===== src/rtl/piso_tx_ctrl_pkg.sv =====
// Shared types for the PISO transmitter: controller state encoding.
package piso_tx_ctrl_pkg;

  typedef enum logic {
    ST_IDLE  = 1'b0,
    ST_SHIFT = 1'b1
  } state_t;

endpackage


===== src/rtl/piso_bit_cell.sv =====
// One PISO stage: a flop fed by a 2:1 mux selecting the parallel load bit
// (i_sel = 0) or the neighbouring stage's bit (i_sel = 1), with a hold enable.
module piso_bit_cell (
  input  logic i_clk,
  input  logic i_rst,
  input  logic i_en,
  input  logic i_sel,
  input  logic i_load_bit,
  input  logic i_shift_bit,
  output logic o_q
);

  logic r_q;

  always_ff @(posedge i_clk) begin
    if (i_rst) begin
      r_q <= 1'b0;
    end else if (i_en) begin
      r_q <= i_sel ? i_shift_bit : i_load_bit;
    end
  end

  assign o_q = r_q;

endmodule


===== src/rtl/piso_tx_ctrl.sv =====
// Parallel-in serial-out transmitter: word handshake in, one bit per accepted
// beat out, with zero-bubble reload when the next word is waiting.
module piso_tx_ctrl
  import piso_tx_ctrl_pkg::*;
#(
  parameter int WIDTH     = 8,
  parameter bit MSB_FIRST = 1'b1
) (
  input  logic             i_clk,
  input  logic             i_rst,
  input  logic [WIDTH-1:0] i_din,
  input  logic             i_din_valid,
  output logic             o_din_ready,
  output logic             o_sout,
  output logic             o_sout_valid,
  input  logic             i_sout_ready,
  output logic             o_busy,
  output logic             o_done
);

  localparam int CW = $clog2(WIDTH);
  localparam logic [CW-1:0] CNT_LAST = CW'(WIDTH - 1);

  state_t          r_state;
  state_t          w_state_nxt;
  logic [CW-1:0]   r_cnt;
  logic [CW-1:0]   w_cnt_nxt;
  logic            r_done;
  logic            w_load;
  logic            w_take;
  logic            w_last;
  logic            w_din_ready;
  logic            w_sout_valid;
  logic            w_en;
  logic            w_sel;
  logic [WIDTH-1:0] w_shreg;
  logic [WIDTH-1:0] w_shift_in;

  always_ff @(posedge i_clk) begin
    if (i_rst) begin
      r_state <= ST_IDLE;
      r_cnt   <= '0;
      r_done  <= 1'b0;
    end else begin
      r_state <= w_state_nxt;
      r_cnt   <= w_cnt_nxt;
      r_done  <= w_last;
    end
  end

  always_comb begin
    w_state_nxt  = r_state;
    w_cnt_nxt    = r_cnt;
    w_load       = 1'b0;
    w_take       = 1'b0;
    w_last       = 1'b0;
    w_din_ready  = 1'b0;
    w_sout_valid = 1'b0;
    case (r_state)
      ST_IDLE: begin
        w_din_ready = 1'b1;
        if (i_din_valid) begin
          w_load      = 1'b1;
          w_cnt_nxt   = CNT_LAST;
          w_state_nxt = ST_SHIFT;
        end
      end
      ST_SHIFT: begin
        w_sout_valid = 1'b1;
        if (i_sout_ready) begin
          w_take = 1'b1;
          if (r_cnt == '0) begin
            w_last      = 1'b1;
            w_din_ready = 1'b1;
            if (i_din_valid) begin
              w_load    = 1'b1;
              w_cnt_nxt = CNT_LAST;
            end else begin
              w_state_nxt = ST_IDLE;
            end
          end else begin
            w_cnt_nxt = r_cnt - 1'b1;
          end
        end
      end
      default: w_state_nxt = ST_IDLE;
    endcase
  end

  // The final bit is shifted out too, so the register reads all-zero in IDLE.
  assign w_en  = w_load | w_take;
  assign w_sel = ~w_load;

  for (genvar i = 0; i < WIDTH; i++) begin : g_cell
    if (MSB_FIRST) begin : g_msb
      if (i == 0) begin : g_end
        assign w_shift_in[i] = 1'b0;
      end else begin : g_mid
        assign w_shift_in[i] = w_shreg[i-1];
      end
    end else begin : g_lsb
      if (i == WIDTH - 1) begin : g_end
        assign w_shift_in[i] = 1'b0;
      end else begin : g_mid
        assign w_shift_in[i] = w_shreg[i+1];
      end
    end

    piso_bit_cell u_cell (
      .i_clk       (i_clk),
      .i_rst       (i_rst),
      .i_en        (w_en),
      .i_sel       (w_sel),
      .i_load_bit  (i_din[i]),
      .i_shift_bit (w_shift_in[i]),
      .o_q         (w_shreg[i])
    );
  end

  assign o_sout       = MSB_FIRST ? w_shreg[WIDTH-1] : w_shreg[0];
  assign o_sout_valid = w_sout_valid;
  assign o_din_ready  = w_din_ready;
  assign o_busy       = (r_state == ST_SHIFT);
  assign o_done       = r_done;

endmodule


===== config.mk =====
export PLATFORM = sky130hd
export DESIGN_NAME = piso_tx_ctrl
export DESIGN_NICKNAME = d
export VERILOG_FILES = /design/src/rtl/piso_tx_ctrl_pkg.sv /design/src/rtl/piso_bit_cell.sv /design/src/rtl/piso_tx_ctrl.sv
export SDC_FILE = /design/constraint.sdc
export NUM_CORES = 1
export LEC_CHECK = 0
export ABC_CLOCK_PERIOD_IN_PS = 1600
export BUFFER_PORTS_ARGS = -buffer_cell sky130_fd_sc_hd__buf_4
export CORE_AREA = 2 2 39 41
export CTS_CLUSTER_DIAMETER = 40
export CTS_CLUSTER_SIZE = 20
export DETAILED_ROUTE_END_ITERATION = 10
export DIE_AREA = 0 0 41 43
export GPL_TIMING_DRIVEN = 0
export PLACE_DENSITY = 0.75
export SYNTH_ARGS = -nofsm -noshare
export SYNTH_HDL_FRONTEND = slang
export SYNTH_SLANG_ARGS = --single-unit
export TNS_END_PERCENT = 20

===== constraint.sdc =====
create_clock -name i_clk -period 1.6 [get_ports i_clk]
set_input_delay 0.08 -clock i_clk [delete_from_list [all_inputs] [get_ports i_clk]]
set_output_delay 0.08 -clock i_clk [all_outputs]
set_load 0.02 [all_outputs]

Word-level counts from Yosys, hierarchy flattened
Cells that the tools add are included.
{"block": "totals", "regBits": 13}
{"block": "op_classes", "n_addsub": 1, "mux": 25, "n_bitwise": 2, "n_eq_ne": 1, "reduce_logical": 2}
{"op": "$mux 1", "count": 18}
{"op": "$mux 3", "count": 3}
{"op": "$pmux 1 s2", "count": 3}
{"op": "$pmux 3 s2", "count": 1}
{"op": "$logic_not 3->1", "count": 1}
{"op": "$sub 3x1->3 const B", "count": 1}
{"op": "$ne 2x2->1 const B", "count": 1}
{"op": "$reduce_or 2->1", "count": 1}
{"op": "$not 1->1", "count": 1}
{"op": "$or 1x1->1", "count": 1}

Depth between registers and ports, before layout
{"block": "logic_depth", "ltp_word": 5, "depth_mapped": 6, "mapped_depth_nobuf": 6}

Cells and area by module
A second synthesis with hierarchy kept.
{"block": "unflattened", "hier_cells": 61, "hier_area_um2": 624.3}
{"mod": "piso_bit_cell", "seq_area_each_um2": 20.0, "cells_each": 4, "n_inst": 8, "area_per_inst_um2": 46.3}
{"mod": "piso_tx_ctrl", "seq_area_each_um2": 100.1, "cells_each": 29, "n_inst": 1, "area_per_inst_um2": 254.0}

Worst setup path before layout
Ideal clock, no wire load.
{"block": "synth_path", "path_kind": "reg-to-reg", "from": "reg r_cnt[0]", "to": "reg g_cell[1].u_cell.r_q", "slack_ns": 0.150, "stages_incl_launch_ff": 7, "arrival_ns": 1.332, "path_buffers": 0, "period_less_slack_ns": 1.450, "path_cell_list": "dfxtp_1 inv_1 ha_1 nand2b_1 o21ai_4 nand2_2 o221a_1"}
{"block": "synth_via", "elab_chain_len": 5}
{"item": "from (decl)", "line_no": "piso_tx_ctrl.sv:26", "source": "logic [CW-1:0] r_cnt;"}
{"item": "from (signal assigned)", "line_no": "piso_tx_ctrl.sv:46", "source": "r_cnt <= w_cnt_nxt;"}
{"item": "$logic_not 3->1 (*)", "line_no": "piso_tx_ctrl.sv:72", "source": "if (r_cnt == '0) begin"}
{"item": "$mux 1 (*)", "line_no": "piso_tx_ctrl.sv:72"}
{"item": "$mux 1 (*)", "line_no": "piso_tx_ctrl.sv:70", "source": "if (i_sout_ready) begin"}
{"item": "$pmux 1 s2 (*)", "line_no": "piso_tx_ctrl.sv:59", "source": "case (r_state)"}
{"item": "$mux 1 or $or 1x1->1 (tied branches)", "line_no": "piso_bit_cell.sv:19, piso_tx_ctrl.sv:91"}
{"item": "to (signal assigned)", "line_no": "piso_bit_cell.sv:19", "source": "r_q <= i_sel ? i_shift_bit : i_load_bit;"}
{"item": "to (decl)", "line_no": "piso_bit_cell.sv:13", "source": "logic r_q;"}
Mark *: on every way between the ends. The rest lies on a longest branch, timed or not.
A chain may end at the register's enable or synchronous reset.

Final worst setup path
{"block": "layout_path", "from": "reg r_cnt[0]", "to": "out o_din_ready"}
{"block": "layout_via", "elab_chain_len": 4}
{"item": "$logic_not 3->1", "line_no": "piso_tx_ctrl.sv:72"}
{"item": "$mux 1", "line_no": "piso_tx_ctrl.sv:72"}
{"item": "$mux 1"}
{"item": "$pmux 1 s2", "line_no": "piso_tx_ctrl.sv:59"}
{"item": "to (decl)", "line_no": "piso_tx_ctrl.sv:13", "source": "output logic o_din_ready,"}
Every way passes these cells.

==> impl_metrics.json <==
{
  "status": "finished clean",
  "fmax_mhz": 668.0,
  "dr_wl_met2_um": 574,
  "wl_met1_um": 610,
  "core_um2": 1384,
  "antenna_cells_inserted": 0,
  "ys_seq_area_share_pct": 42.28,
  "cap_violations": 0,
  "finalHoldViolCount": 0,
  "regArea_um2": 260.3,
  "nets": 104,
  "finalPower_mw": 0.7651,
  "ys_ff_latch": 13,
  "synth_area_leaders": "dfxtp_1 42%, o221a_1 13%, nor2_1 10%",
  "hold_path.class": "in -> reg",
  "cts_hold_buf": 0,
  "rows": 14,
  "gp_congestion": 0.7115,
  "area_delta_synth_final_pct": 29.47,
  "p_int_mw": 0.5391,
  "syn_nets": 82,
  "vias": 566,
  "clock-sinks": 13,
  "setup_tns_ps": 0,
  "design_area_um2": 797.0,
  "drt_wl_total_mm": 1.274,
  "num-fill-cells": 135,
  "cts_tree": "done",
  "grt_max_degree": 11,
  "syn_area_um2": 615.6,
  "portBuffers": 16,
  "first_iter_violations": 8,
  "endpoint_kind": "output pin",
  "antenna_found_initial": 0,
  "leakage_nw": 0.3515,
  "synth_cells": 68,
  "yosysTopAreaCell": "dfxtp_1",
  "start_util_pct": 44.48,
  "firstDrtPassIters": 4,
  "worst_skew_pair.late_latency_ps": 280,
  "fp.dieW_um": 41,
  "top_layer": "met4",
  "grt_first_pass_wirelength_mm": 1.952,
  "ir_drop_mv": 0.4582,
  "cts_max_level": 1,
  "grt_usage_pct": 16.53,
  "cp.arrival_ps": 1420,
  "required_ps": 1520,
  "clkTransAtPathRegs_ps": 80,
  "start_kind": "flip-flop",
  "grt_pass1_vias": 453,
  "relSlewSlack_pct": 72.72,
  "power_frac_comb_pct": 24.5,
  "clockBufferDepth": 2,
  "power_frac_clock_pct": 27.2,
  "final_layout_size_suffix_gt1_share_pct": 31.46,
  "p_switching_mw": 0.2260,
  "multiInputGateArea_um2": 321.6,
  "die_h_um": 43,
  "rsz0062_at_grt": "false",
  "synth_warnings": 0,
  "synth_area_per_cell_um2": 9.053,
  "p_per_area_nw_per_um2": 960.0,
  "root_buffer": "clkbuf_4",
  "synth.distinct_cells": 23,
  "vias_per_cell": 5.390,
  "dp_hpwl_um": 889.7,
  "drc_errors": 0,
  "ant_nets": 0,
  "dieArea_um2": 1763,
  "clock_skew_ps": 1.542,
  "cts_buffers": 3,
  "worstPathMaxFanout": 6,
  "yosysTopAreaCellShare_pct": 42.28,
  "wl_met3_um": 61,
  "overflow": 0,
  "num_io_pins": 17,
  "swShare_pct": 29.54,
  "setup.worst_path.class": "reg -> out",
  "min_period_over_period_pct": 93.56,
  "placed_area_um2": 755.7,
  "post-route-min-period_ps": 1497,
  "finalSetupViolations": 0,
  "worst_pin_slew_ps": 409.2,
  "pwr-share-seq_pct": 48.4,
  "avgRoutedWirePerCell_um": 12.13,
  "report.final.slew_viol_count": 0
}
-- critical path, cell delays in order (launching register included) --
cell and delay [ps]:
dfxtp_1 320, inv_1 100, ha_1 240, nand2b_4 110, o21ai_4 190, buf_4 170
-- power groups by stage --
stage | Combinational [mW] | Sequential [mW] | Clock, mW
floorplan | 0.110 | 0.380 | 0
global placement | 0.171 | 0.376 | 0
detailed placement | 0.175 | 0.377 | 0
CTS | 0.177 | 0.369 | 0.212
global route | 0.209 | 0.374 | 0.228
finish | 0.187 | 0.370 | 0.208
-- metrics by stage --
| step | std cells | hold slack [ps] | setup slack, ps | utilization, % |
|---|---|---|---|---|
| 2_1_floorplan | 68 | 230.4 | 149.6 | - |
| 3_3_place_gp | 100 | 338.4 | 109.4 | 54.61 |
| 3_5_place_dp | 100 | 339.7 | 80.59 | 54.61 |
| 4_1_cts | 104 | 52.25 | 30.18 | 56.51 |
| 5_1_grt | 105 | 49.93 | 15.75 | 57.59 |
| 6_report | 105 | 52.32 | 103.0 | 57.59 |
-- state kept, by name (all words and copies together) (netlist names) --
signal / cells
g_cell.u_cell.o_q: 8
r_cnt: 3
o_busy: 1
o_done: 1
-- cell usage after synthesis --
cell type / n
o211ai_2: 1
a41oi_1: 1
clkbuf_1: 1
nor4_1: 1
a21oi_1: 3
nand2_2: 1
buf_4: 2
nand2_1: 2
a31oi_1: 1
o221a_1: 7
nand2b_1: 1
o21ai_0: 2
o21a_1: 1
nor2_1: 17
dfxtp_1: 13
inv_1: 5
o21ai_4: 1
ha_1: 2
a41o_1: 1
a221oi_1: 2
mux2_2: 1
nand3_1: 1
inv_2: 1
-- layout make-up --
cell class | count | share of cell area (%)
multi-input combinational | 46 | 40.35
sequential | 13 | 32.65
timing repair buffer | 17 | 16.01
clock buffer | 4 | 3.297
inverter | 6 | 2.826
tap | 16 | 2.512
buffer | 3 | 2.355
-- layer usage --
metal	vias up	GRT usage [%]
met5	-	0
met2	19	21.56
met4	0	10.00
met1	257	23.13
met3	4	4.712
li1	286	-
-- cells in the final DEF (no fill, tap or decap), types with 2 or more instances in the layout --
cell type	instances
buf_4	19
nor2_1	17
dfxtp_1	13
o221a_1	7
inv_1	5
a21oi_1	3
clkbuf_4	3
clkbuf_1	2
o21ai_0	2
a221oi_1	2
nand2_1	2
ha_1	2
-- worst paths after layout --
check	startpoint	to	slack, ps	cells past startpoint
max	r_cnt[0]	o_din_ready	100	5
min	i_din[1]	g_cell[1].u_cell.o_q	50	2
max reg2reg	r_cnt[0]	g_cell[3].u_cell.o_q	130	6
min reg2reg	r_cnt[1]	r_cnt[1]	470	1
-- repair_timing --
action	CTS	global route
gates resized for setup	0	2
endpoints found under the hold margin	0	0
setup endpoints to repair	0	8
setup buffers	0	1
-- logic make-up after synthesis --
family	after synthesis	synth area share, %
simple gates	23	15.45
compound gates	20	29.68
flops	13	42.28
buf+inv	9	6.706
fa+ha+maj	2	4.064
mux	1	1.829
No activity file was read; power rests on OpenSTA's default activity.
